## src/rtl/mips_irq_ctl.sv

```systemverilog
// mips_irq_ctl: memory-mapped vectored interrupt controller for the mips789
// device space. NCH asynchronous sources are synchronised, latched as pending
// (edge or level mode), masked and priority encoded. One vectored request at a
// time goes to the core through an IDLE/REQ/SERVICE state machine with an
// acknowledge and an end-of-interrupt handshake.
//
// Handshake: irq_req_o is a registered level that stays high with a stable
// irq_addr_o until the core pulses irq_ack_i for one cycle (taken) or until
// GEN/MASK[cur] drops (withdrawn). After the ack no new request is raised
// until software writes EOI. irq_ack_i outside REQ and EOI writes outside
// SERVICE have no effect.
module mips_irq_ctl #(
  parameter int          NCH         = 4,
  parameter logic [31:0] BASE_ADDR   = 32'h0000_3000,
  parameter int          SYNC_STAGES = 2,
  parameter logic [3:0]  DMEM_SW     = 4'd5,
  parameter logic [3:0]  DMEM_LW     = 4'd6
) (
  input  logic           clk,
  input  logic           rst,
  input  logic [31:0]    din,
  input  logic [31:0]    addr,
  input  logic [3:0]     mem_ctl,
  output logic [31:0]    dout,
  input  logic [NCH-1:0] irq_src,
  output logic           irq_req_o,
  output logic [31:0]    irq_addr_o,
  input  logic           irq_ack_i,
  output logic [1:0]     dbg_state_o
);

  typedef enum logic [1:0] {
    S_IDLE    = 2'd0,
    S_REQ     = 2'd1,
    S_SERVICE = 2'd2
  } state_t;

  localparam logic [4:0] NCH_W = 5'(NCH);

  // Register file
  logic           ctrl_q, ctrl_d;
  logic [NCH-1:0] mask_q, mask_d;
  logic [NCH-1:0] mode_q, mode_d;
  logic [NCH-1:0] pend_q, pend_d;
  logic [31:0]    vec_q [NCH];
  logic [31:0]    dout_q, dout_d;

  // Synchroniser chain and its one-cycle delayed copy
  logic [NCH-1:0] sync_q [SYNC_STAGES];
  logic [NCH-1:0] s_d_q;
  logic [NCH-1:0] s;

  // State machine registers
  state_t         state_q;
  logic [3:0]     cur_q;
  logic           irq_req_q;
  logic [31:0]    irq_addr_q;

  // Bus decode
  logic [31:0]    off;
  logic           in_win;
  logic           wr_en, rd_en;
  logic           sel_vec;
  logic [3:0]     reg_idx;
  logic           wr_ctrl, wr_mask, wr_pend, wr_mode, wr_eoi;

  // Interrupt datapath
  logic [NCH-1:0] pend_eff;
  logic [NCH-1:0] elig;
  logic [NCH-1:0] cur_oh;
  logic [NCH-1:0] edge_set;
  logic [NCH-1:0] w1c_clr;
  logic [NCH-1:0] ack_clr;
  logic           ack_take;
  logic           cur_mask_d;
  logic           any_elig;
  logic [3:0]     win;
  logic [31:0]    win_vec;
  logic [31:0]    rd_data;

  assign s = sync_q[SYNC_STAGES-1];

  // Word-aligned hit inside the 128-byte register window
  assign off     = addr - BASE_ADDR;
  assign in_win  = (off[31:7] == 25'd0) && (off[1:0] == 2'b00);
  assign wr_en   = (mem_ctl == DMEM_SW) && in_win;
  assign rd_en   = (mem_ctl == DMEM_LW) && in_win;
  assign sel_vec = off[6];
  assign reg_idx = off[5:2];

  assign wr_ctrl = wr_en && !sel_vec && (reg_idx == 4'd0);
  assign wr_mask = wr_en && !sel_vec && (reg_idx == 4'd1);
  assign wr_pend = wr_en && !sel_vec && (reg_idx == 4'd2);
  assign wr_mode = wr_en && !sel_vec && (reg_idx == 4'd3);
  assign wr_eoi  = wr_en && !sel_vec && (reg_idx == 4'd5);

  // Level channels follow the synchronised input directly; edge channels use the latch
  assign pend_eff = pend_q | (s & ~mode_q);
  assign elig     = pend_eff & mask_q;
  assign any_elig = |elig;
  assign ack_take = (state_q == S_REQ) && irq_ack_i;

  // One-hot of the channel in flight, used for ack clearing and mask-drop detection
  always_comb begin
    cur_oh = '0;
    for (int i = 0; i < NCH; i++) begin
      if (cur_q == 4'(i)) cur_oh[i] = 1'b1;
    end
  end

  // Lowest-index eligible channel wins; its vector is fetched alongside
  always_comb begin
    win     = 4'd0;
    win_vec = 32'd0;
    for (int i = NCH - 1; i >= 0; i--) begin
      if (elig[i]) win = 4'(i);
    end
    for (int i = 0; i < NCH; i++) begin
      if (win == 4'(i)) win_vec = vec_q[i];
    end
  end

  // Next-state of the control registers and the edge pending latch
  always_comb begin
    ctrl_d = ctrl_q;
    mask_d = mask_q;
    mode_d = mode_q;
    if (wr_ctrl) ctrl_d = din[0];
    if (wr_mask) mask_d = din[NCH-1:0];
    if (wr_mode) mode_d = din[NCH-1:0];
    edge_set = s & ~s_d_q & mode_q;
    w1c_clr  = wr_pend ? din[NCH-1:0] : '0;
    ack_clr  = ack_take ? cur_oh : '0;
    // A new edge beats a same-cycle clear; level channels keep the latch at 0
    pend_d   = ((pend_q & ~w1c_clr & ~ack_clr) | edge_set) & mode_q;
    cur_mask_d = |(mask_d & cur_oh);
  end

  // Read multiplexer; anything unmapped reads as zero
  always_comb begin
    rd_data = 32'd0;
    if (!sel_vec) begin
      case (reg_idx)
        4'd0: rd_data = {31'd0, ctrl_q};
        4'd1: rd_data = {{(32-NCH){1'b0}}, mask_q};
        4'd2: rd_data = {{(32-NCH){1'b0}}, pend_eff};
        4'd3: rd_data = {{(32-NCH){1'b0}}, mode_q};
        4'd4: rd_data = (state_q == S_SERVICE) ? {1'b1, 27'd0, cur_q} : 32'd0;
        default: rd_data = 32'd0;
      endcase
    end else if ({1'b0, reg_idx} < NCH_W) begin
      for (int i = 0; i < NCH; i++) begin
        if (reg_idx == 4'(i)) rd_data = vec_q[i];
      end
    end
    dout_d = rd_en ? rd_data : 32'd0;
  end

  // Input synchroniser plus the delayed copy used for edge detection
  always_ff @(posedge clk) begin
    if (!rst) begin
      for (int k = 0; k < SYNC_STAGES; k++) sync_q[k] <= '0;
      s_d_q <= '0;
    end else begin
      sync_q[0] <= irq_src;
      for (int k = 1; k < SYNC_STAGES; k++) sync_q[k] <= sync_q[k-1];
      s_d_q <= s;
    end
  end

  // Software-visible registers and read data
  always_ff @(posedge clk) begin
    if (!rst) begin
      ctrl_q <= 1'b0;
      mask_q <= '0;
      mode_q <= '0;
      pend_q <= '0;
      dout_q <= 32'd0;
      for (int i = 0; i < NCH; i++) vec_q[i] <= 32'd0;
    end else begin
      ctrl_q <= ctrl_d;
      mask_q <= mask_d;
      mode_q <= mode_d;
      pend_q <= pend_d;
      dout_q <= dout_d;
      for (int i = 0; i < NCH; i++) begin
        if (wr_en && sel_vec && (reg_idx == 4'(i))) vec_q[i] <= din;
      end
    end
  end

  // Request state machine with registered request and vector outputs
  always_ff @(posedge clk) begin
    if (!rst) begin
      state_q    <= S_IDLE;
      cur_q      <= 4'd0;
      irq_req_q  <= 1'b0;
      irq_addr_q <= 32'd0;
    end else begin
      case (state_q)
        S_IDLE: begin
          if (ctrl_q && any_elig) begin
            cur_q      <= win;
            irq_addr_q <= win_vec;
            irq_req_q  <= 1'b1;
            state_q    <= S_REQ;
          end
        end
        S_REQ: begin
          // An ack in the same cycle as a GEN/MASK drop still counts as taken
          if (irq_ack_i) begin
            irq_req_q <= 1'b0;
            state_q   <= S_SERVICE;
          end else if (!ctrl_d || !cur_mask_d) begin
            irq_req_q <= 1'b0;
            state_q   <= S_IDLE;
          end
        end
        S_SERVICE: begin
          irq_req_q <= 1'b0;
          if (wr_eoi) state_q <= S_IDLE;
        end
        default: begin
          irq_req_q <= 1'b0;
          state_q   <= S_IDLE;
        end
      endcase
    end
  end

  assign dout        = dout_q;
  assign irq_req_o   = irq_req_q;
  assign irq_addr_o  = irq_addr_q;
  assign dbg_state_o = state_q;

endmodule
```

## config.mk

```make
export PLATFORM = sky130hd
export DESIGN_NAME = mips_irq_ctl
export DESIGN_NICKNAME = d
export VERILOG_FILES = /design/src/rtl/mips_irq_ctl.sv
export SDC_FILE = /design/constraint.sdc
export NUM_CORES = 1
export LEC_CHECK = 0
export BUFFER_PORTS_ARGS = -buffer_cell sky130_fd_sc_hd__buf_2
export CORE_MARGIN = 3
export CORE_UTILIZATION = 55
export DETAILED_ROUTE_END_ITERATION = 6
export GPL_TIMING_DRIVEN = 0
export PLACE_DENSITY = 0.77
export SYNTH_ARGS = -nofsm -noshare
export SYNTH_HDL_FRONTEND = slang
export SYNTH_SLANG_ARGS = --single-unit
```

## constraint.sdc

```tcl
create_clock -name clk -period 5.9 [get_ports clk]
set_input_delay 0.59 -clock clk [delete_from_list [all_inputs] [get_ports clk]]
set_output_delay 0.59 -clock clk [all_outputs]
set_load 0.01 [all_outputs]
```

==> results.sh <==
export IMPL_synth_top_area_share_pct=37.8
export IMPL_yosysWarnings=0
export IMPL_cts_setup_buffers=0
export IMPL_setup_slack_ns=1.86
export IMPL_dpl_hpwl_um=18400
export IMPL_numCtsBuffers=23
export IMPL_dpl_cell_area_um2=11300
export IMPL_maxCapViolCount=0
export IMPL_synthTopCellsByArea="edfxtp_1, dfxtp_1, and2_1"
export IMPL_netlist_area_um2=10200
export IMPL_cp_slowest_cell="nor4_2"
export IMPL_timing_hold_ws_ns=0.272
export IMPL_p_total_mw=3.31
export IMPL_syn_inst=894
export IMPL_slowest_delay_ns=0.62
export IMPL_synthTopCellsByCount="and2_1, edfxtp_1, nand2_1, dfxtp_1, clkbuf_1"
export IMPL_cts_sinks=222
export IMPL_ant_nets=0
export IMPL_critPathMaxFanout=10
export IMPL_drcViolationCount=0
export IMPL_portBuffers=136
export IMPL_routabilityCongestion=0.954
export IMPL_grt_antenna_before_repair=2
export IMPL_worst_pin_slew_ns=0.929
export IMPL_ys_ff_latch=222
export IMPL_synth_top_flop_cell="edfxtp_1"
export IMPL_worst_clock_skew_ns=0.0161
export IMPL_fin_util_pct=66.4
export IMPL_max_vdd_ir_drop_mv=0.227
export IMPL_start_kind="primary input"
export IMPL_hp_class="primary input to flop"
export IMPL_crit_end="vec_q[1][30]$_SDFFCE_PN0P_"
export IMPL_cts_resized_gates=0
export IMPL_drtIter0Drc=846
export IMPL_clk_pin_slew_ns=0.06
export IMPL_r2r_start="sync_q[0][5]$_SDFF_PN0_"
export IMPL_wl_per_cell_um=21.0
export IMPL_syn_area_per_cell_um2=11.4
export IMPL_synthArstFlopShare_pct=0
export IMPL_yosysMostFrequentCell="and2_1"
export IMPL_hold_viol_final=0
export IMPL_area_growth_pct=18.0
export IMPL_htreeDepth=1
export IMPL_cts_buffer_depth=3
export IMPL_start_util_pct=56.3
export IMPL_dr_pass1_iters=5
export IMPL_yosysUniqueCellTypes=60
export IMPL_clk_latency_ns=0.52
export IMPL_grt_pass1_vias=7846
export IMPL_dp_worst_setup_slack_ns=1.36
export IMPL_cp_end_kind="flop"
export IMPL_fmax_mhz=247
export IMPL_die_width_um=142
export IMPL_r2r_end="irq_addr_o[18]$_SDFFE_PN0P_"
export IMPL_routed_via_density=6.18
export IMPL_postLayoutCellArea_um2=12000
export IMPL_grt_pass1_wl_um=42200
export IMPL_syn_nets=970
export IMPL_worstPathArrival_ns=4.43
export IMPL_dieHeight_um=142
export IMPL_cts_root_buf="clkbuf_16"
export IMPL_drv_slew=0
export IMPL_grt_max_degree=25
export IMPL_die_area_um2=20200
export IMPL_crit_top_cell="nor4_2"
export IMPL_power_leakage_nw=4.61
export IMPL_vias=8059
export IMPL_overflow=0
export IMPL_relSlewSlack_pct=38.1
export IMPL_drive_gt1_share_pct=21.8
export IMPL_rrSetupSlack_ns=2.84
export IMPL_yosysTopAreaCell="edfxtp_1"
export IMPL_worstPathRequired_ns=6.29
export IMPL_num_io_pins=142
export IMPL_crit_type="primary input to flop"
export IMPL_reg2reg_depth=8
export IMPL_powerDensity_nw_per_um2=275
export IMPL_coreArea_um2=18100
export IMPL_synth_edff_count=128
export IMPL_num_antenna_cells=0
export IMPL_cts_hold_repair_buffers=0
export IMPL_wl_um=27300
export IMPL_rows=49
export IMPL_cp_cell_sequence="buf_2 -> ha_1 -> nor4_2 -> a221oi_1 -> nor4_2 -> o21a_2 -> nand4_1 -> or2_2 -> nor2_1 -> clkbuf_1 -> and2_1"
export IMPL_status="completed"
export IMPL_synth_seq_area_share_pct=56.2
export IMPL_period_share_pct=68.5
export IMPL_tritoncts="done"
export IMPL_period_minus_slack_ns=4.04
export IMPL_final_nets=1135
export IMPL_grt_setup_unrepaired="no"
export IMPL_finalSetupViolCount=0
export IMPL_crit_path_start="addr[12]"
export IMPL_track_usage_pct=26.7
==> metrics by stage <==
step                cells  setup TNS, ns
finish               1305              0
global route         1305              0
CTS                  1305              0
detailed placement   1263              0
global placement     1259        -179.46
floorplan             894              0
==> state kept, by name, indices dropped and copies added, names as in the netlist, 2 cells and up <==
name,cells
cur_q,2
dbg_state_o,2
dout,32
irq_addr_o,32
mask_q,4
mode_q,4
pend_q,4
s_d_q,4
sync_q,8
vec_q,128
==> worst min-delay path by stage <==
| stage | start | to | slack, ns | cells past startpoint |
|---|---|---|---|---|
| after floorplan | sync_q[0][0]$_SDFF_PN0_ | sync_q[0][4]$_SDFF_PN0_ | 0.41 | 1 |
| after global placement | sync_q[0][3]$_SDFF_PN0_ | sync_q[0][7]$_SDFF_PN0_ | 0.42 | 1 |
| after detailed placement | sync_q[0][0]$_SDFF_PN0_ | sync_q[0][4]$_SDFF_PN0_ | 0.42 | 1 |
| after CTS | irq_src[1] | sync_q[0][1]$_SDFF_PN0_ | 0.26 | 2 |
| after global routing | irq_src[0] | sync_q[0][0]$_SDFF_PN0_ | 0.27 | 2 |
| final | irq_src[1] | sync_q[0][1]$_SDFF_PN0_ | 0.27 | 2 |
==> final cells by class <==
cell class / instances / area (um^2)
clock inverters: 9 / 55.1
flip-flops and latches: 222 / 5730
clock buffers: 33 / 684
inverters: 9 / 33.8
well taps: 229 / 287
fillers: 1363 / 6070
multi-input cells: 600 / 4210
repair buffers: 140 / 761
plain buffers: 63 / 258
==> power breakdown <==
part / leakage (nW) / internal (mW) / switching [mW]
Clock: 0.367 / 0.811 / 0.605
Combinational: 2.27 / 0.0795 / 0.105
Sequential: 1.97 / 1.68 / 0.0255
Total: 4.61 / 2.57 / 0.736
==> cell usage in the layout, fill, tap and decap left out, types with 5 or more instances in the layout <==
master / instances
nand3_1: 8
buf_2: 138
nor3_1: 7
a21oi_1: 48
edfxtp_1: 128
nand2b_1: 7
o22ai_1: 32
and2_1: 140
nor2_1: 34
dfxtp_1: 94
mux2i_1: 10
nand2_1: 111
inv_1: 8
o21ai_0: 10
mux4_2: 34
clkbuf_16: 24
a311o_1: 32
clkbuf_1: 58
clkbuf_8: 5
nor4_1: 13
nor2b_1: 7
and3_1: 28
nand4_1: 8
==> layer usage <==
metal / up-vias / share of wire, % / global-route usage (%)
li1: 3650 / - / -
met3: 70 / 8.4 / 4.81
met4: 4 / 3.4 / 8.74
met1: 3919 / 40 / 35.2
met2: 416 / 48 / 45.0
met5: - / 0.051 / 0
==> worst max-delay path, delay by kind of cell <==
kind | cells | cell delay, ns
compound gates | 2 | 0.45
fa+ha+maj | 1 | 0.27
buf+inv | 2 | 0.60
simple gates | 6 | 2.51
==> logic make-up (layout without fill, tap and decap cells) <==
logic type / after synthesis / count (layout) / share of synthesized area [%]
buf+inv: 72 / 254 / 2.86
mux: 46 / 46 / 8.73
flops: 222 / 222 / 56.2
fa+ha+maj: 1 / 1 / 0.123
simple gates: 389 / 389 / 20.7
compound gates: 164 / 164 / 11.3
Note: power is estimated with default switching activity, not from simulation.
